**config.mk**
```make
export PLATFORM = sky130hd
export DESIGN_NAME = nn_infer_seq
export DESIGN_NICKNAME = d
export VERILOG_FILES = /design/src/rtl/nn_infer_seq_pkg.sv /design/src/rtl/nn_infer_seq_idx_delay_line.sv /design/src/rtl/nn_infer_seq.sv
export SDC_FILE = /design/constraint.sdc
export NUM_CORES = 1
export LEC_CHECK = 0
export BUFFER_PORTS_ARGS = -buffer_cell sky130_fd_sc_hd__buf_2
export CORE_MARGIN = 1
export CORE_UTILIZATION = 57
export DETAILED_ROUTE_END_ITERATION = 8
export HOLD_SLACK_MARGIN = 0.03
export PLACE_DENSITY = 0.86
export SETUP_SLACK_MARGIN = 0.05
export SYNTH_ARGS = -nofsm -noshare
export SYNTH_HDL_FRONTEND = slang
export SYNTH_SLANG_ARGS = --single-unit
```
**constraint.sdc**
```tcl
create_clock -name clk -period 1.6 [get_ports clk]
set_input_delay 0.16 -clock clk [delete_from_list [all_inputs] [get_ports clk]]
set_output_delay 0.16 -clock clk [all_outputs]
set_load 0.02 [all_outputs]
```
**src/rtl/nn_infer_seq_pkg.sv**
```systemverilog
`default_nettype none
// ============================================================================
// Package  : nn_infer_seq_pkg
// Purpose  : Shared defaults and state encoding for the inference sequencer.
// Revision : 1.0 - initial release
// ============================================================================
package nn_infer_seq_pkg;

    localparam int c_N_HID_DEF  = 200;
    localparam int c_IDX_W_DEF  = 8;
    localparam int c_L1_LAT_DEF = 12;
    localparam int c_L2_LAT_DEF = 2;

    typedef logic [2:0] state_t;

    localparam state_t c_ST_IDLE     = 3'd0;
    localparam state_t c_ST_L1_INIT  = 3'd1;
    localparam state_t c_ST_L1_RUN   = 3'd2;
    localparam state_t c_ST_L1_DRAIN = 3'd3;
    localparam state_t c_ST_L2_INIT  = 3'd4;
    localparam state_t c_ST_L2_RUN   = 3'd5;
    localparam state_t c_ST_L2_DRAIN = 3'd6;
    localparam state_t c_ST_DONE     = 3'd7;

    function automatic logic state_is_busy(input state_t s);
        return (s != c_ST_IDLE);
    endfunction

endpackage : nn_infer_seq_pkg
`default_nettype wire

```
**src/rtl/nn_infer_seq_idx_delay_line.sv**
```systemverilog
`default_nettype none
// ============================================================================
// Module   : idx_delay_line
// Purpose  : Valid + index shift register with synchronous active-low flush.
// Revision : 1.0 - initial release
// ============================================================================
module idx_delay_line #(
    parameter int DEPTH = 1,
    parameter int W     = 1
) (
    input  logic         clk,
    input  logic         i_flush_n,
    input  logic         i_valid,
    input  logic [W-1:0] i_idx,
    output logic         o_valid,
    output logic [W-1:0] o_idx,
    output logic         o_empty_next
);

    logic         r_vld [DEPTH];
    logic [W-1:0] r_idx [DEPTH];
    logic         w_upper_vld;

    always_ff @(posedge clk) begin
        if (!i_flush_n) begin
            for (int k = 0; k < DEPTH; k++) begin
                r_vld[k] <= 1'b0;
                r_idx[k] <= '0;
            end
        end else begin
            r_vld[0] <= i_valid;
            r_idx[0] <= i_idx;
            for (int k = 1; k < DEPTH; k++) begin
                r_vld[k] <= r_vld[k-1];
                r_idx[k] <= r_idx[k-1];
            end
        end
    end

    // Only the final stage may still be occupied: the line is empty after the next edge.
    if (DEPTH > 1) begin : g_multi
        always_comb begin
            w_upper_vld = 1'b0;
            for (int k = 0; k < DEPTH - 1; k++) begin
                w_upper_vld = w_upper_vld | r_vld[k];
            end
        end
    end else begin : g_single
        assign w_upper_vld = 1'b0;
    end

    assign o_valid      = r_vld[DEPTH-1];
    assign o_idx        = r_idx[DEPTH-1];
    assign o_empty_next = ~w_upper_vld;

endmodule : idx_delay_line
`default_nettype wire

```
**src/rtl/nn_infer_seq.sv**
```systemverilog
`default_nettype none
// ============================================================================
// Module   : nn_infer_seq
// Purpose  : Sequences one forward pass of the 784-200-10 MNIST network.
// Revision : 1.0 - initial release
// ============================================================================
module nn_infer_seq
    import nn_infer_seq_pkg::*;
#(
    parameter int N_HID  = c_N_HID_DEF,
    parameter int IDX_W  = c_IDX_W_DEF,
    parameter int L1_LAT = c_L1_LAT_DEF,
    parameter int L2_LAT = c_L2_LAT_DEF
) (
    input  logic             clk,
    input  logic             reset,
    input  logic             start,
    input  logic             load_active,
    output logic             busy,
    output logic             done,
    output logic             out_valid,
    output logic             sram_rewind,
    output logic             l1_shift,
    output logic [IDX_W-1:0] l1_idx,
    output logic             hid_we,
    output logic [IDX_W-1:0] hid_wr_idx,
    output logic             l2_shift,
    output logic [IDX_W-1:0] hid_rd_idx,
    output logic             bias_sel,
    output logic             acc_clr,
    output logic             acc_en
);

    state_t             r_state;
    state_t             w_state_nxt;
    logic [IDX_W-1:0]   r_l1_cnt;
    logic [IDX_W-1:0]   r_l2_cnt;
    logic               w_l1_last;
    logic               w_l2_last;

    logic               w_busy;
    logic               w_sram_rewind;
    logic               w_l1_shift;
    logic               w_l2_shift;
    logic               w_acc_clr;
    logic               w_done;
    logic               w_bias_flag;

    logic               w_dl1_vld;
    logic [IDX_W-1:0]   w_dl1_idx;
    logic               w_dl1_empty_nxt;
    logic               w_dl2_vld;
    logic               w_dl2_bias;
    logic               w_dl2_empty_nxt;

    assign w_l1_last = (r_l1_cnt == IDX_W'(N_HID - 1));
    assign w_l2_last = (r_l2_cnt == IDX_W'(N_HID));

    always_ff @(posedge clk) begin
        if (!reset) begin
            r_state <= c_ST_IDLE;
        end else begin
            r_state <= w_state_nxt;
        end
    end

    always_comb begin
        w_state_nxt = r_state;
        case (r_state)
            c_ST_IDLE:     if (start && !load_active) w_state_nxt = c_ST_L1_INIT;
            c_ST_L1_INIT:  w_state_nxt = c_ST_L1_RUN;
            c_ST_L1_RUN:   if (w_l1_last) w_state_nxt = c_ST_L1_DRAIN;
            c_ST_L1_DRAIN: if (w_dl1_empty_nxt) w_state_nxt = c_ST_L2_INIT;
            c_ST_L2_INIT:  w_state_nxt = c_ST_L2_RUN;
            c_ST_L2_RUN:   if (w_l2_last) w_state_nxt = c_ST_L2_DRAIN;
            c_ST_L2_DRAIN: if (w_dl2_empty_nxt) w_state_nxt = c_ST_DONE;
            c_ST_DONE:     w_state_nxt = c_ST_IDLE;
            default:       w_state_nxt = c_ST_IDLE;
        endcase
    end

    always_comb begin
        w_busy        = state_is_busy(r_state);
        w_sram_rewind = (r_state == c_ST_L1_INIT);
        w_l1_shift    = (r_state == c_ST_L1_RUN);
        w_acc_clr     = (r_state == c_ST_L2_INIT);
        w_l2_shift    = (r_state == c_ST_L2_RUN);
        w_done        = (r_state == c_ST_DONE);
        w_bias_flag   = w_l2_shift && w_l2_last;
    end

    // Counters hold their final value instead of wrapping once the run ends.
    always_ff @(posedge clk) begin
        if (!reset) begin
            r_l1_cnt <= '0;
            r_l2_cnt <= '0;
        end else begin
            if (r_state == c_ST_L1_INIT) begin
                r_l1_cnt <= '0;
            end else if (w_l1_shift && !w_l1_last) begin
                r_l1_cnt <= r_l1_cnt + 1'b1;
            end
            if (r_state == c_ST_L2_INIT) begin
                r_l2_cnt <= '0;
            end else if (w_l2_shift && !w_l2_last) begin
                r_l2_cnt <= r_l2_cnt + 1'b1;
            end
        end
    end

    idx_delay_line #(
        .DEPTH (L1_LAT),
        .W     (IDX_W)
    ) u_l1_dly (
        .clk          (clk),
        .i_flush_n    (reset),
        .i_valid      (w_l1_shift),
        .i_idx        (r_l1_cnt),
        .o_valid      (w_dl1_vld),
        .o_idx        (w_dl1_idx),
        .o_empty_next (w_dl1_empty_nxt)
    );

    idx_delay_line #(
        .DEPTH (L2_LAT),
        .W     (1)
    ) u_l2_dly (
        .clk          (clk),
        .i_flush_n    (reset),
        .i_valid      (w_l2_shift),
        .i_idx        (w_bias_flag),
        .o_valid      (w_dl2_vld),
        .o_idx        (w_dl2_bias),
        .o_empty_next (w_dl2_empty_nxt)
    );

    // Every output is a flop; the delay-line outputs take their final stage here.
    always_ff @(posedge clk) begin
        if (!reset) begin
            busy        <= 1'b0;
            done        <= 1'b0;
            out_valid   <= 1'b0;
            sram_rewind <= 1'b0;
            l1_shift    <= 1'b0;
            l1_idx      <= '0;
            hid_we      <= 1'b0;
            hid_wr_idx  <= '0;
            l2_shift    <= 1'b0;
            hid_rd_idx  <= '0;
            bias_sel    <= 1'b0;
            acc_clr     <= 1'b0;
            acc_en      <= 1'b0;
        end else begin
            busy        <= w_busy;
            done        <= w_done;
            sram_rewind <= w_sram_rewind;
            l1_shift    <= w_l1_shift;
            l1_idx      <= r_l1_cnt;
            hid_we      <= w_dl1_vld;
            hid_wr_idx  <= w_dl1_idx;
            l2_shift    <= w_l2_shift;
            hid_rd_idx  <= r_l2_cnt;
            bias_sel    <= w_dl2_vld & w_dl2_bias;
            acc_clr     <= w_acc_clr;
            acc_en      <= w_dl2_vld;
            if (w_sram_rewind) begin
                out_valid <= 1'b0;
            end else if (w_done) begin
                out_valid <= 1'b1;
            end
        end
    end

endmodule : nn_infer_seq
`default_nettype wire

```
==> flow_summary.toml <==
[timing]
rsz0062_at_grt = "yes"
drv_slew = 0
hold_violations = 0
skew_ns = 0.007686
finalCritPeriodShare_pct = 95.46
tns_ns = 0
fmaxAchievable_mhz = 654.7
maxSlewHeadroom_pct = 55.51
setup_violations = 0
worst_pin_slew_ns = 0.6629
period_minus_slack_ns = 1.527

[synthesis]
synthFlopType = "dfxtp_1"
synth_cells = 404
synth_most_common_cell = "dfxtp_1"
netlist_area_mm2 = 0.004647
syn-num-nets = 411
synth_top_area_share_pct = 67.21
ys_types = 35
yosys.area.top_type = "dfxtp_1"
synth-edff-count = 0
yosys-top-cells-area = "dfxtp_1 (67%), and2_1 (17%), nor2_1 (1.7%)"
synth-async-reset-ratio_pct = 0
yosys_register_bits = 156
ys_top_cells_by_count = "dfxtp_1 (156), and2_1 (129), nor2_1 (21)"
syn_avg_cell_area_um2 = 11.50
synth-warning-count = 0
yosysSeqAreaShare_pct = 67.21

[die]
start_util_pct = 59.52
die_h_um = 92.29
coreArea_mm2 = 0.007807
std_cell_rows = 32
io_pins = 38
die_w_um = 92.29
dieArea_mm2 = 0.008517

[power]
ir_worst_vdd_mv = 0.9986
finalPower_mw = 8.541
leakagePower_nw = 2.462
power_density_mw_per_mm2 = 1512

[route]
met3_length_um = 370
via_per_inst = 4.897
drt_first_iter_violations = 157
detail-route-antenna-nets = 0
wl_met2_um = 3505
drc = 0
drt_pre_antenna_iters = 4
m1WireLength_um = 3230
wl_um = 7310
top_layer = "met4"
vias = 2796
routedWlPerCell_um = 12.80

[global_route]
grt_pass1_wl_um = 12190
grt_pass1_vias = 2720
grt_max_degree = 64
antenna_found_initial = 0
grt.total_usage_pct = 19.11
globalRouteOverflowTotal = 0

[clock_network]
cts_sinks = 156
cts_made_buffers = 17
clock-root-buffer = "clkbuf_8"
clock_path_buffers = 2
clkTransAtPathRegs_ns = 0.06
cts_tree = "done"
postCtsHoldBufs = 0
htree_levels = 4
clock_latency_ns = 0.52

[worst_hold_path]
whs_path_depth = 3
hold_path_class = "in2reg"

[critical_path]
ff2ff_path_depth = 8
crit_fanout = 4
start_kind = "flop"
cp.arrival_ns = 1.92
worstPathRequired_ns = 1.99
reg2reg_slack_ns = 0.07
crit_type = "reg2reg"
crit_path_end_kind = "flop"

[final_layout]
area_growth_syn_to_layout_pct = 21.54
drive_above_1_share_pct = 20.68
diodes = 0
fin_nets = 463

[flow_run]
drv_cap = 0

[outcome]
status = "finished clean"

[place]
port_buffers = 37
dpl.hpwl_um = 4022
routabilityCongestion = 0.8256
routing by layer:
layer / global-route usage (%) / up-vias
met5: 0 / -
met4: 10.55 / 0
met3: 6.650 / 28
met2: 31.03 / 75
met1: 22.10 / 1318
li1: - / 1375
stage by stage:
stage	area, um2	setup slack [ns]	util (%)	hold WS [ns]	cells
2_1_floorplan	4647	0.1606	-	0.3487	404
3_3_place_gp	4959	0.1333	63.51	0.4133	532
3_5_place_dp	4959	0.02644	63.51	0.4186	532
4_1_cts	5622	0.03908	72.00	0.1007	570
5_1_grt	5648	-0.005477	72.34	0.1392	571
6_report	5648	0.07269	72.34	0.1274	571
worst paths after layout:
path,start,end
setup / recovery,r_l2_cnt[0],r_state[0]
hold / removal,reset,done
setup reg to reg,r_l2_cnt[0],r_state[0]
hold reg to reg,u_l1_dly.r_idx[11][6],hid_wr_idx[6]
kinds of logic after synthesis:
family / synth area share, %
xor+xnor: 2.827
compound gates: 2.208
flops: 67.21
buf+inv: 1.992
fa+ha+maj: 0.8078
mux: 0.4308
simple gates: 24.53
report_power, final:
part / switching [mW] / internal (mW)
Clock: 1.51 / 2.43
Sequential: 0.0804 / 3.97
Combinational: 0.308 / 0.249
Total: 1.90 / 6.64
timing repair:
action	in CTS	in global routing
gates resized for setup	6	7
setup buffers	6	1
setup endpoints to repair	7	14
pin swaps	3	2
gates cloned	0	0
sequential cells by signal, summed over array words and instances, names as in the netlist, 2 cells and up:
register,cells
hid_rd_idx,8
hid_wr_idx,8
r_l1_cnt,8
r_l2_cnt,8
r_state,3
u_l1_dly.r_idx,96
u_l1_dly.r_vld,12
u_l2_dly.r_idx,2
u_l2_dly.r_vld,2
final cells by class:
type,instances,area [um2]
inverter,5,18.77
clock inverter,13,166.4
multi-input combinational,224,1458
sequential,156,3128
timing repair buffer,52,317.8
tap,102,127.6
fill,515,2160
clock buffer,19,431.7
worst max-delay path, stage by stage (launching register included):
cell and delay, ns:
dfxtp_2 0.33, inv_2 0.06, ha_2 0.16, nor4bb_4 0.19, nand4b_1 0.16, buf_4 0.19
nand2_2 0.09, o211ai_1 0.10, mux2i_1 0.13
placed cells by master, fill, tap and decap left out, types with 4 or more instances in the layout:
cell type / netlist / routed
clkbuf_16: 0 / 16
dfxtp_1: 156 / 152
nor2_1: 21 / 21
buf_4: 0 / 12
inv_1: 5 / 4
and3_1: 6 / 6
nand2_1: 8 / 7
xor2_1: 6 / 6
and2_1: 129 / 129
xnor2_1: 9 / 9
nand3_1: 5 / 5
dfxtp_2: 0 / 4
buf_2: 2 / 37
No activity file was read; power rests on OpenSTA's default activity.
